[src/rtl/noc_ni_pkg.sv]
`default_nettype none
// +-------------------------------------------------------------------------+
// | noc_ni_pkg: shared flit encodings and FSM state types for the NoC NI.  |
// | Rev 1.0                                                                 |
// +-------------------------------------------------------------------------+
package noc_ni_pkg;

  localparam int NI_DATA_W = 32;
  localparam int FLIT_W    = NI_DATA_W + 2;

  localparam logic [1:0] FLIT_HEAD = 2'b01;
  localparam logic [1:0] FLIT_TAIL = 2'b10;

  typedef enum logic [1:0] {
    TX_IDLE = 2'd0,
    TX_HEAD = 2'd1,
    TX_TAIL = 2'd2
  } tx_state_t;

  typedef enum logic [1:0] {
    RX_HEAD = 2'd0,
    RX_BODY = 2'd1,
    RX_DROP = 2'd2
  } rx_state_t;

endpackage
`default_nettype wire

[src/rtl/ni_sync_fifo.sv]
`default_nettype none
// +-------------------------------------------------------------------------+
// | ni_sync_fifo: show-ahead synchronous FIFO with wrap pointers + count.  |
// | Rev 1.0                                                                 |
// +-------------------------------------------------------------------------+
module ni_sync_fifo #(
  parameter int WIDTH = 8,
  parameter int DEPTH = 4
) (
  input  logic                   clk,
  input  logic                   rst,
  input  logic                   i_push,
  input  logic [WIDTH-1:0]       i_data,
  input  logic                   i_pop,
  output logic [WIDTH-1:0]       o_data,
  output logic                   o_full,
  output logic                   o_empty,
  output logic [$clog2(DEPTH):0] o_count
);

  localparam int PW = $clog2(DEPTH);
  localparam logic [PW-1:0] c_last  = PW'(DEPTH - 1);
  localparam logic [PW:0]   c_depth = (PW + 1)'(DEPTH);

  logic [WIDTH-1:0] r_mem [DEPTH];
  logic [PW-1:0]    r_wr_ptr;
  logic [PW-1:0]    r_rd_ptr;
  logic [PW:0]      r_count;
  logic             w_push;
  logic             w_pop;

  assign w_push  = i_push && (r_count != c_depth);
  assign w_pop   = i_pop && (r_count != '0);
  assign o_data  = r_mem[r_rd_ptr];
  assign o_full  = (r_count == c_depth);
  assign o_empty = (r_count == '0);
  assign o_count = r_count;

  always_ff @(posedge clk) begin
    if (w_push) begin
      r_mem[r_wr_ptr] <= i_data;
    end
  end

  always_ff @(posedge clk) begin
    if (rst) begin
      r_wr_ptr <= '0;
      r_rd_ptr <= '0;
      r_count  <= '0;
    end else begin
      if (w_push) begin
        r_wr_ptr <= (r_wr_ptr == c_last) ? '0 : r_wr_ptr + 1'b1;
      end
      if (w_pop) begin
        r_rd_ptr <= (r_rd_ptr == c_last) ? '0 : r_rd_ptr + 1'b1;
      end
      case ({w_push, w_pop})
        2'b10:   r_count <= r_count + 1'b1;
        2'b01:   r_count <= r_count - 1'b1;
        default: r_count <= r_count;
      endcase
    end
  end

endmodule
`default_nettype wire

[src/rtl/noc_network_interface.sv]
`default_nettype none
// +-------------------------------------------------------------------------+
// | noc_network_interface: packetizes core words into HEAD/TAIL flits and  |
// | reassembles inbound packets for the core.            Rev 1.0           |
// +-------------------------------------------------------------------------+
module noc_network_interface
  import noc_ni_pkg::*;
#(
  parameter int                ADDR_W   = 2,
  parameter logic [ADDR_W-1:0] NODE_ID  = '0,
  parameter int                DATA_W   = NI_DATA_W,
  parameter int                TX_DEPTH = 4,
  parameter int                RX_DEPTH = 4
) (
  input  logic              clk,
  input  logic              rst,
  input  logic              proc_valid,
  input  logic [ADDR_W-1:0] proc_dest,
  input  logic [DATA_W-1:0] proc_data,
  output logic              ni_ready,
  input  logic              proc_ready_in,
  output logic              mips_ni,
  output logic              data_valid,
  output logic [DATA_W-1:0] wd_NI,
  output logic [DATA_W+1:0] flit_out,
  output logic              flit_out_valid,
  input  logic              flit_out_ready,
  input  logic [DATA_W+1:0] flit_in,
  input  logic              flit_in_valid,
  output logic              flit_in_ready,
  output logic              tx_overflow,
  output logic              rx_err
);

  localparam int c_tx_w  = ADDR_W + DATA_W;
  localparam int c_tx_cw = $clog2(TX_DEPTH) + 1;
  localparam int c_rx_cw = $clog2(RX_DEPTH) + 1;
  localparam logic [c_tx_cw-1:0] c_tx_one = c_tx_cw'(1);

  // ---------------------------------------------------------------- TX path
  logic               w_tx_push;
  logic               w_tx_pop;
  logic               w_tx_full;
  logic               w_tx_empty;
  logic [c_tx_cw-1:0] w_tx_count;
  logic [c_tx_w-1:0]  w_tx_head;
  logic               w_tx_more;
  logic [DATA_W-1:0]  w_head_pl;
  tx_state_t          r_tx_state;
  tx_state_t          w_tx_next;
  logic               r_tx_ovf;

  assign ni_ready       = !w_tx_full;
  assign w_tx_push      = proc_valid && !w_tx_full;
  assign w_tx_pop       = (r_tx_state == TX_TAIL) && flit_out_ready;
  assign w_tx_more      = (w_tx_count > c_tx_one) || w_tx_push;
  assign flit_out_valid = (r_tx_state == TX_HEAD) || (r_tx_state == TX_TAIL);
  assign tx_overflow    = r_tx_ovf;

  ni_sync_fifo #(
    .WIDTH (c_tx_w),
    .DEPTH (TX_DEPTH)
  ) u_tx_fifo (
    .clk     (clk),
    .rst     (rst),
    .i_push  (w_tx_push),
    .i_data  ({proc_dest, proc_data}),
    .i_pop   (w_tx_pop),
    .o_data  (w_tx_head),
    .o_full  (w_tx_full),
    .o_empty (w_tx_empty),
    .o_count (w_tx_count)
  );

  always_comb begin
    w_tx_next = r_tx_state;
    case (r_tx_state)
      TX_IDLE: if (!w_tx_empty) w_tx_next = TX_HEAD;
      TX_HEAD: if (flit_out_ready) w_tx_next = TX_TAIL;
      TX_TAIL: if (flit_out_ready) w_tx_next = w_tx_more ? TX_HEAD : TX_IDLE;
      default: w_tx_next = TX_IDLE;
    endcase
  end

  // Flit content comes straight from the FIFO head, so it is stable until the pop.
  always_comb begin
    w_head_pl = '0;
    w_head_pl[DATA_W-1 -: ADDR_W]        = w_tx_head[c_tx_w-1 -: ADDR_W];
    w_head_pl[DATA_W-1-ADDR_W -: ADDR_W] = NODE_ID;
    case (r_tx_state)
      TX_HEAD: flit_out = {FLIT_HEAD, w_head_pl};
      TX_TAIL: flit_out = {FLIT_TAIL, w_tx_head[DATA_W-1:0]};
      default: flit_out = '0;
    endcase
  end

  always_ff @(posedge clk) begin
    if (rst) begin
      r_tx_state <= TX_IDLE;
      r_tx_ovf   <= 1'b0;
    end else begin
      r_tx_state <= w_tx_next;
      if (proc_valid && w_tx_full) begin
        r_tx_ovf <= 1'b1;
      end
    end
  end

  // ---------------------------------------------------------------- RX path
  logic [1:0]         w_rx_type;
  logic [ADDR_W-1:0]  w_rx_dest;
  logic               w_rx_fire;
  logic               w_rx_push;
  logic               w_rx_err_set;
  logic               w_rx_full;
  logic               w_rx_empty;
  logic [c_rx_cw-1:0] w_rx_count;
  logic [DATA_W-1:0]  w_rx_head;
  rx_state_t          r_rx_state;
  rx_state_t          w_rx_next;
  logic               r_rx_err;
  logic [DATA_W-1:0]  r_wd_hold;

  assign w_rx_type  = flit_in[DATA_W+1 -: 2];
  assign w_rx_dest  = flit_in[DATA_W-1 -: ADDR_W];
  assign w_rx_fire  = flit_in_valid && flit_in_ready;
  assign mips_ni    = !w_rx_empty;
  assign data_valid = mips_ni && proc_ready_in;
  assign wd_NI      = (w_rx_count == '0) ? r_wd_hold : w_rx_head;
  assign rx_err     = r_rx_err;

  ni_sync_fifo #(
    .WIDTH (DATA_W),
    .DEPTH (RX_DEPTH)
  ) u_rx_fifo (
    .clk     (clk),
    .rst     (rst),
    .i_push  (w_rx_push),
    .i_data  (flit_in[DATA_W-1:0]),
    .i_pop   (data_valid),
    .o_data  (w_rx_head),
    .o_full  (w_rx_full),
    .o_empty (w_rx_empty),
    .o_count (w_rx_count)
  );

  always_comb begin
    case (r_rx_state)
      RX_HEAD: flit_in_ready = 1'b1;
      RX_BODY: flit_in_ready = !w_rx_full;
      RX_DROP: flit_in_ready = 1'b1;
      default: flit_in_ready = 1'b0;
    endcase
  end

  // A HEAD seen while waiting for a TAIL restarts the packet but is still an error.
  always_comb begin
    w_rx_next    = r_rx_state;
    w_rx_push    = 1'b0;
    w_rx_err_set = 1'b0;
    if (w_rx_fire) begin
      case (r_rx_state)
        RX_HEAD, RX_BODY: begin
          if (w_rx_type == FLIT_HEAD) begin
            w_rx_err_set = (r_rx_state == RX_BODY) || (w_rx_dest != NODE_ID);
            w_rx_next    = (w_rx_dest == NODE_ID) ? RX_BODY : RX_DROP;
          end else if ((w_rx_type == FLIT_TAIL) && (r_rx_state == RX_BODY)) begin
            w_rx_push = 1'b1;
            w_rx_next = RX_HEAD;
          end else begin
            w_rx_err_set = 1'b1;
          end
        end
        RX_DROP: w_rx_next = RX_HEAD;
        default: w_rx_next = RX_HEAD;
      endcase
    end
  end

  always_ff @(posedge clk) begin
    if (rst) begin
      r_rx_state <= RX_HEAD;
      r_rx_err   <= 1'b0;
      r_wd_hold  <= '0;
    end else begin
      r_rx_state <= w_rx_next;
      if (w_rx_err_set) begin
        r_rx_err <= 1'b1;
      end
      if (data_valid) begin
        r_wd_hold <= w_rx_head;
      end
    end
  end

endmodule
`default_nettype wire

[config.mk]
export PLATFORM = sky130hd
export DESIGN_NAME = noc_network_interface
export DESIGN_NICKNAME = d
export VERILOG_FILES = /design/src/rtl/noc_ni_pkg.sv /design/src/rtl/ni_sync_fifo.sv /design/src/rtl/noc_network_interface.sv
export SDC_FILE = /design/constraint.sdc
export NUM_CORES = 1
export LEC_CHECK = 0
export ABC_AREA = 1
export CAP_MARGIN = 20
export CORE_MARGIN = 2
export CORE_UTILIZATION = 51
export DETAILED_ROUTE_END_ITERATION = 6
export PLACE_DENSITY = 0.79
export RECOVER_POWER = 100
export SLEW_MARGIN = 20
export SYNTH_ARGS = -nofsm -noshare
export SYNTH_HDL_FRONTEND = slang
export SYNTH_SLANG_ARGS = --single-unit
[constraint.sdc]
create_clock -name clk -period 3.1 [get_ports clk]
set_input_delay 0.93 -clock clk [delete_from_list [all_inputs] [get_ports clk]]
set_output_delay 0.93 -clock clk [all_outputs]
set_load 0.005 [all_outputs]
# After elaboration in Yosys (flattened, before gate mapping)

Memory sizes are Yosys's and may differ from the RTL's. A register that Yosys moved wholly into a read port is not among the register bits.
Cells that the tools add are included.

Add/subtract/negate cells: 8
Magnitude comparators: 1
Eq/ne operators: 22
Mux-type cells: 34
Reductions and logical operators: 30

Operator list:

| kind                | count |
|---|---|
| $pmux 34 s2         | 1 |
| $mux 32             | 1 |
| $mux 2              | 15 |
| $eq 2x2->1 const B  | 9 |
| $mux 1              | 13 |
| $pmux 3 s2          | 2 |
| $eq 2x1->1 const B  | 5 |
| $logic_and 1x1->1   | 10 |
| $ne 3x3->1 const B  | 3 |
| $add 2x1->2 const B | 4 |
| $add 3x1->3 const B | 2 |
| $eq 3x3->1 const B  | 2 |
| $logic_not 2->1     | 3 |
| $logic_not 3->1     | 2 |
| $ne 2x2->1 const B  | 3 |
| $pmux 2 s3          | 1 |
| $reduce_bool 2->1   | 3 |
| $reduce_bool 3->1   | 2 |
| $sub 3x1->3 const B | 2 |
| $reduce_or 2->1     | 2 |
| $gt 3x1->1 const B  | 1 |
| $logic_not 1->1     | 3 |
| $logic_or 1x1->1    | 3 |
| $reduce_and 3->1    | 1 |
| other kinds (2)     | 2 |

Register bits: 52
Bits in writable memories: 264
Input port bits: 74
Output and inout bits: 73
Word-level logic and storage cells: 108
Memories: 2

Memory list:

| name            | words | width | rd ports | clocked after memory_dff | write ports | RTL line           | RTL |
|---|---|---|---|---|---|---|---|
| u_tx_fifo.r_mem | 4     | 34    | 1        | 1                        | 1           | ni_sync_fifo.sv:25 | `logic [WIDTH-1:0] r_mem [DEPTH];` |
| u_rx_fifo.r_mem | 4     | 32    | 1        | 1                        | 1           | ni_sync_fifo.sv:25 |  |

# Logic depth before layout (Yosys ltp)

Gate-level depths: netlist (run 1).

Word-level depth: 9
Depth in mapped cells: 12
Mapped depth without buffers: 12

# Hierarchy

Synthesis (run 1) repeated with hierarchy kept, for this count alone.

Cell total of the unflattened synthesis: 1101
Area total of the unflattened synthesis: 13360.3 µm²

By module, submodules not included:

| module                    | times used | cells each | area each (µm²) |
|---|---|---|---|
| ni_sync_fifo at u_tx_fifo | 1          | 400        | 5755.5 |
| ni_sync_fifo at u_rx_fifo | 1          | 381        | 5283.8 |
| noc_network_interface     | 1          | 320        | 2321.0 |

# Worst setup path before layout (run 1)

OpenSTA, ideal clock, no wires.

Kind: input to register
Start point: in flit_in[33]
End point: mem u_rx_fifo.r_mem[0][0] (netlist name) (enable)
Setup time: 0.421 ns
Data arrival time: 2.709 ns
Data required time: 2.679 ns
Slack: -0.030 ns
Stages: 6
Buffers on the path: 0
Cell sequence: inv_1 -> nor2_1 -> nand2_1 -> inv_1 -> nand3_2 -> nor2_1

Word-level cells in the longest chain between the ends: 9
Elaborated cells on any way between the ends: 10

RTL lines:

| element                          | RTL line                     | RTL |
|---|---|---|
| start, declared                  | noc_network_interface.sv:28  | `input logic [DATA_W+1:0] flit_in,` |
| $eq 2x2->1                       | noc_network_interface.sv:167 | `end else if ((w_rx_type == FLIT_TAIL) && (r_rx_state == RX_BODY)) begin` |
| $logic_and 1x1->1                | noc_network_interface.sv:167 |  |
| $mux 1                           | noc_network_interface.sv:167 |  |
| $mux 1 (*)                       | noc_network_interface.sv:164 | `if (w_rx_type == FLIT_HEAD) begin` |
| $mux 1 (*)                       | noc_network_interface.sv:162 | `case (r_rx_state)` |
| $mux 1 (*)                       | noc_network_interface.sv:161 | `if (w_rx_fire) begin` |
| $logic_and 1x1->1 (*)            | ni_sync_fifo.sv:32           | `assign w_push = i_push && (r_count != c_depth);` |
| $mux 1 (*)                       | ni_sync_fifo.sv:40           | `if (w_push) begin` |
| $mux 1 (not written as such) (*) | ni_sync_fifo.sv:41           | `r_mem[r_wr_ptr] <= i_data;` |
| end, declared                    | ni_sync_fifo.sv:25           |  |

Mark *: on every way between the ends. The rest lies on a longest branch, timed or not.

==> flow_summary.ini, run 1 <==
[status]
status = finished with violations
violations = negative setup slack

[placed_design]
pre_cts_ws_ns = 0.00574
routabilityCongestion = 0.749
port_buffers = 146
place_hpwl_um = 16800
placed_area_mm2 = 0.0148

[layout]
fill_cells = 1845
drive_gt1_share_pct = 11.9
final-seq-area_mm2 = 0.00906
multiInputGateArea_mm2 = 0.00334
design_area_mm2 = 0.0161
syn2layout_area_growth_pct = 25.1
nets = 1349

[clock_network]
cts_tree = built
cts_max_level = 1
numCtsBuffers = 31
cts-root-buf = clkbuf_16
clk_pin_slew_ns = 0.06
cts.sinks = 320
ctsHoldBuffers = 0
clk_latency_ns = 0.55
cts_buffer_depth = 3

[synthesis]
yosysUniqueCellTypes = 30
yosysMostFrequentCell = edfxtp_1
synth.net_count = 1174
yosys-top-cells-count = edfxtp_1, nor2_1, o21ai_0, a21oi_1, dfxtp_1
yosysWarnings = 0
ys_top_cells_by_area = edfxtp_1, dfxtp_1, nor2_1
ys_ff_latch = 320
ys.flop_type = edfxtp_1
synthCells = 1078
synth_top_area_share_pct = 61.7
synth.cell_area_mm2 = 0.0128
synth-edff-count = 264
syn_area_per_cell_um2 = 11.9
synthArstFlopShare_pct = 0
synth_top_area_cell = edfxtp_1
synth_seq_area_share_pct = 70.4

[min_path]
hold_depth = 2
hp-class = reg -> reg
whs_endpoint = tx_overflow
min-delay-start = tx_overflow

[timing]
fin_setup_tns_ns = -0.200
slew_viol_final = 0
fin_crit_sh_pct = 104
setup_viol = 3
fin_ws_ns = -0.112
max_freq_mhz = 311
hold_violations = 0
period_needed_ns = 3.21
skew_ns = 0.0124
rsz0062_at_grt = yes
worstMarginPinSlew_ns = 1.06
slew_headroom_pct = 29.6

[grt]
overflow = 0
top_usage_layer = met2
antenna_found_initial = 4
track_usage_pct = 21.9
grt_start_max_net_pins = 68
met1_usage_pct = 27.4
met3_usage_pct = 4.35
grt_pass1_wl_um = 45500
grt_pass1_vias = 8721
grt.met2_usage_pct = 38.3

[critical_path]
critical_path_arrival_ns = 2.28
r2r_cells = 6
rr_startpoint = u_tx_fifo.o_count[0]
worstPathRequired_ns = 2.17
critPathLaunchType = flip-flop
r2r_end = u_tx_fifo.r_mem[3][11]
path_max_fanout = 17
crit_type = reg -> out
end_kind = primary output
r2r_setup_slack_ns = 0.32

[power]
p_leak_nw = 6.00
p_switching_w = 0.00225
cellPowerDensity_mw_per_mm2 = 597
switching_share_pct = 23.4
vdd_drop_max_mv = 0.451
clkPwrFrac_pct = 37.5
power_frac_seq_pct = 50.7
p_comb_share_pct = 11.8
internal_power_w = 0.00734

[detailed_routing]
dr.pass1.iters = 6
wirelength_um = 29700
wl_per_cell_um = 18.4
drt_iter0_drc = 838
drc_errors = 0
ant_nets = 0
vias = 8918
post_drt_via_cell_ratio = 5.53

[floorplan]
io_pins = 147
chipHeight_um = 163
fp.dieArea_mm2 = 0.0265
num_rows = 58
initial_core_util_pct = 51.5
die_w_um = 163
core_mm2 = 0.0250

[job]
max_cap_violations = 0
[worst max-delay path, stage by stage (launching register included)]
cell,delay (ns)
dfxtp_4,0.37
buf_12,0.13
inv_12,0.10
buf_4,0.16
o21ai_0,0.08
o22a_1,0.21
a21oi_2,0.16
clkdlybuf4s50_1,0.52
[metal layers]
metal / routed length [um] / part of all wire, % / vias to the layer above
li1: - / - / 4191
met1: 11900 / 40 / 4341
met2: 15000 / 50 / 328
met3: 1990 / 6.7 / 56
met4: 793 / 2.7 / 2
met5: 13 / 0.044 / -
[cell families (layout without fill, tap and decap cells)]
family / after synthesis / in the layout / synth area share (%)
flip-flops: 320 / 320 / 70.4
AND/OR/NAND/NOR: 308 / 308 / 9.17
buffers and inverters: 104 / 303 / 4.43
XOR/XNOR: 2 / 2 / 0.136
AO/OA/AOI/OAI: 322 / 322 / 13.6
other: 0 / 6 / 0
adder cells (fa/ha/maj): 22 / 22 / 2.20
[area by class of cell]
cell class                 instances  share of cell area, %
antenna                            6                 0.0934
clock buffer                      37                   5.15
clock inverter                    20                  0.934
inverter                          40                   1.04
multi-input combinational        654                   20.8
sequential                       320                   56.3
tap                              330                   2.57
timing repair buffer             205                   13.0
timing repair inverter             1                  0.101
[what timing repair did]
action / CTS / global route
gates resized for setup: 109 / 9
endpoints found under the setup margin: 65 / 8
setup buffers: 10 / 5
pin swaps: 1 / 0
gates cloned: 6 / 1
[how the worst max path moves through the flow]
| stage | cells after the start | slack, ns | start | end |
|---|---|---|---|---|
| finish | 7 | -0.11 | flip-flop | wd_NI[14] |
| global route | 7 | -0.17 | flip-flop | wd_NI[28] |
| CTS | 5 | -0.12 | flip-flop | wd_NI[14] |
| detailed placement | 4 | 0.006 | proc_ready_in | data_valid |
| global placement | 4 | 0.02 | proc_ready_in | data_valid |
| floorplan | 6 | -0.03 | flit_in[33] | u_rx_fifo.r_mem[0][0] |
[placed cells by master (no fill, tap or decap), drive strengths merged]
master,instances
a211oi,1
inv,40
bufinv,2
ha,21
nor2,262
clkinv,18
o22a,32
edfxtp,264
buf,41
clkdlybuf4s50,9
nor3,1
clkdlybuf4s15,2
a21oi,107
nand4,1
nand3,7
nand2,37
clkinvlp,1
xor2,2
o211a,2
dlygate4sd3,75
diode,6
dlymetal6s2s,2
dfxtp,56
fa,1
clkbuf,52
bufbuf,3
dlygate4sd2,58
o21ai,180
[power groups by stage]
| stage | registers, W | clock network, W | logic [W] |
|---|---|---|---|
| 3_3_place_gp | 0.00494 | 0 | 0.00106 |
| 4_1_cts | 0.00486 | 0.00363 | 0.00117 |
| 2_1_floorplan | 0.00494 | 0 | 0.000580 |
| 5_1_grt | 0.00487 | 0.00382 | 0.00125 |
| 6_report | 0.00486 | 0.00360 | 0.00113 |
| 3_5_place_dp | 0.00495 | 0 | 0.00109 |
[flip-flops by register name, summed over array words and instances (netlist names), named ones only]
signal	cells
u_tx_fifo.r_rd_ptr	2
u_rx_fifo.o_count	3
u_tx_fifo.r_mem	136
rx_err	1
r_wd_hold	32
u_rx_fifo.r_rd_ptr	2
u_rx_fifo.r_mem	128
r_tx_state	2
u_tx_fifo.o_count	3
u_tx_fifo.r_wr_ptr	2
tx_overflow	1
u_rx_fifo.r_wr_ptr	2
r_rx_state	2
[through the flow]
step	cells	hold WS (ns)	power (W)	util, %
final	1613	0.446	0.00959	64.4
after global routing	1610	0.463	0.00994	64.4
after CTS	1601	0.451	0.00966	64.6
after detailed placement	1528	0.451	0.00604	59.3
after global placement	1528	0.443	0.00600	59.3
after floorplan	1078	0.447	0.00552	-
Note: power is estimated with default switching activity, not from simulation.
==> inputs of run 2 (changes only) <==
- REMOVE_ABC_BUFFERS: not set -> 1
==> run 2 against run 1 <==
Effect of this change:
- power hardly changed
- clock skew is 0.0043 ns higher
- largest power group unchanged
- first-iteration DRC count is 6.6% lower
- sequential power hardly changed
- die area stayed put
- combinational power is 5% higher
- the flow now finishes without violations
- via count is 0.98% higher
- register-to-register slack better by 0.10 ns
==> flow_summary.ini, run 2 (synthesis gave the netlist of run 1 again) <==
[status]
status = finished, final reports clean

[critical_path]
critPathMostFrequentCell = buf_4
critical_path_arrival_ns = 2.14
r2r_cells = 6
r2r_end = u_tx_fifo.r_mem[1][22]
path_max_fanout = 15
cp_num_cells = 7
end_kind = primary output
crit_type = reg -> out
crit_path_top_delay_cell = dfxtp_4
slowest_delay_ns = 0.39
endpoint = wd_NI[28]
crit_chain = buf_4 > buf_4 > clkbuf_16 > o21ai_0 > o22a_1 > a21oi_2 > dlygate4sd2_1
crit_buf_inv = 4
worstPathRequired_ns = 2.17
critPathLaunchType = flip-flop
cpLargestDelayFamily = buffers and inverters
r2r_setup_slack_ns = 0.42
rr_startpoint = u_tx_fifo.o_count[0]

[job]
max_cap_violations = 0

[clock_network]
cts_buffer_depth = 3
cts-root-buf = clkbuf_16
ctsHoldBuffers = 0
cts_max_level = 1
numCtsBuffers = 30
clk_pin_slew_ns = 0.06
clk_latency_ns = 0.55
cts.sinks = 320
cts_tree = built

[grt]
grt_start_max_net_pins = 67
grt_pass1_wl_um = 45400
overflow = 0
antenna_found_initial = 9
track_usage_pct = 21.9
grt_pass1_vias = 8680

[placed_design]
port_buffers = 146
place_hpwl_um = 16200
place_inst = 1523
routabilityCongestion = 0.762

[power]
fin_total_pwr_w = 0.00958
cellPowerDensity_mw_per_mm2 = 589
p_leak_nw = 6.27
vdd_drop_max_mv = 0.439

[timing]
period_needed_ns = 3.07
setup_viol = 0
worstMarginPinSlew_ns = 1.03
hold_violations = 0
fin_crit_sh_pct = 99.0
max_freq_mhz = 326
slew_viol_final = 0
holdWs_ns = 0.463
skew_ns = 0.0167
slew_headroom_pct = 31.6

[layout]
syn2layout_area_growth_pct = 26.6
nets = 1356
top_register = u_tx_fifo.r_mem
most-common-layout-cells = edfxtp_1, nor2_1, o21ai_0, a21oi_1, dlygate4sd3_1
largest_reg_flops = 136
instances_no_fill = 1621
top_regs = u_tx_fifo.r_mem (136), u_rx_fifo.r_mem (128), r_wd_hold (32)
drive_gt1_share_pct = 11.9
fill_cells = 1770
layout_commonest_cell = edfxtp_1
postLayoutCoreUtil_pct = 65.2

[floorplan]
fp.dieArea_mm2 = 0.0265
num_rows = 58
chipHeight_um = 163
die_w_um = 163
core_mm2 = 0.0250
initial_core_util_pct = 51.5
io_pins = 147

[detailed_routing]
drc_errors = 0
drt_iter0_drc = 783
ant_nets = 0
vias = 9005
post_drt_via_cell_ratio = 5.56
dr.pass1.iters = 5
wirelength_um = 31000
wl_per_cell_um = 19.1

[min_path]
hp-class = reg -> reg
## run 2: per-layer routing
layer | vias up | track usage, % | part of all wire, %
li1 | 4204 | - | -
met1 | 4339 | 27.1 | 39
met2 | 381 | 38.9 | 50
met3 | 75 | 4.97 | 8.9
met4 | 6 | 5.99 | 2.5
met5 | - | 0 | 0.13
## run 2: how the worst min path moves through the flow
| stage | from | to | slack [ns] | depth (start not counted) |
|---|---|---|---|---|
| after floorplan | tx_overflow | tx_overflow | 0.44 | 2 |
| after global placement | tx_overflow | tx_overflow | 0.44 | 2 |
| after detailed placement | tx_overflow | tx_overflow | 0.46 | 2 |
| after CTS | tx_overflow | tx_overflow | 0.47 | 2 |
| after global routing | tx_overflow | tx_overflow | 0.50 | 2 |
| final | tx_overflow | tx_overflow | 0.46 | 2 |
## run 2: report_power, final
part           switching, W  internal, W
Combinational      0.000675     0.000515
Sequential        0.0000576      0.00480
Clock               0.00150      0.00203
## run 2: worst register-to-register path: stages, from the launching register on
cell and delay (ns):
dfxtp_1 0.41, inv_1 0.09, ha_1 0.23, nand2_1 0.09
nand2_1 0.13, nor2_1 0.57, clkbuf_2 0.77
## run 2: cell type report
class,instances,area [um2],share of cell area [%]
Timing Repair inverter,4,56.3,0.346
Antenna cell,7,17.5,0.108
Sequential cell,320,9070,55.7
Inverter,40,179,1.10
Tap cell,330,413,2.54
Multi-Input combinational cell,654,3360,20.6
Clock inverter,11,77.6,0.477
Clock buffer,45,878,5.40
Timing Repair Buffer,210,2220,13.6
## run 2: metrics by stage
step / cell area [um2] / setup WS (ns) / setup TNS, ns
floorplan: 12400 / -0.377 / -13.20
global placement: 14800 / -0.0463 / -0.0463
detailed placement: 14800 / -0.0449 / -0.0449
CTS: 16100 / -0.0556 / -0.263
global route: 16200 / -0.00643 / -0.0165
finish: 16300 / 0.0295 / 0
## run 2: timing repair
item                                    in CTS  in global routing
setup buffers                               13                 10
endpoints found under the setup margin      65                 28
pin swaps                                    1                  5
gates resized for setup                     92                 40
gates cloned                                 7                  5
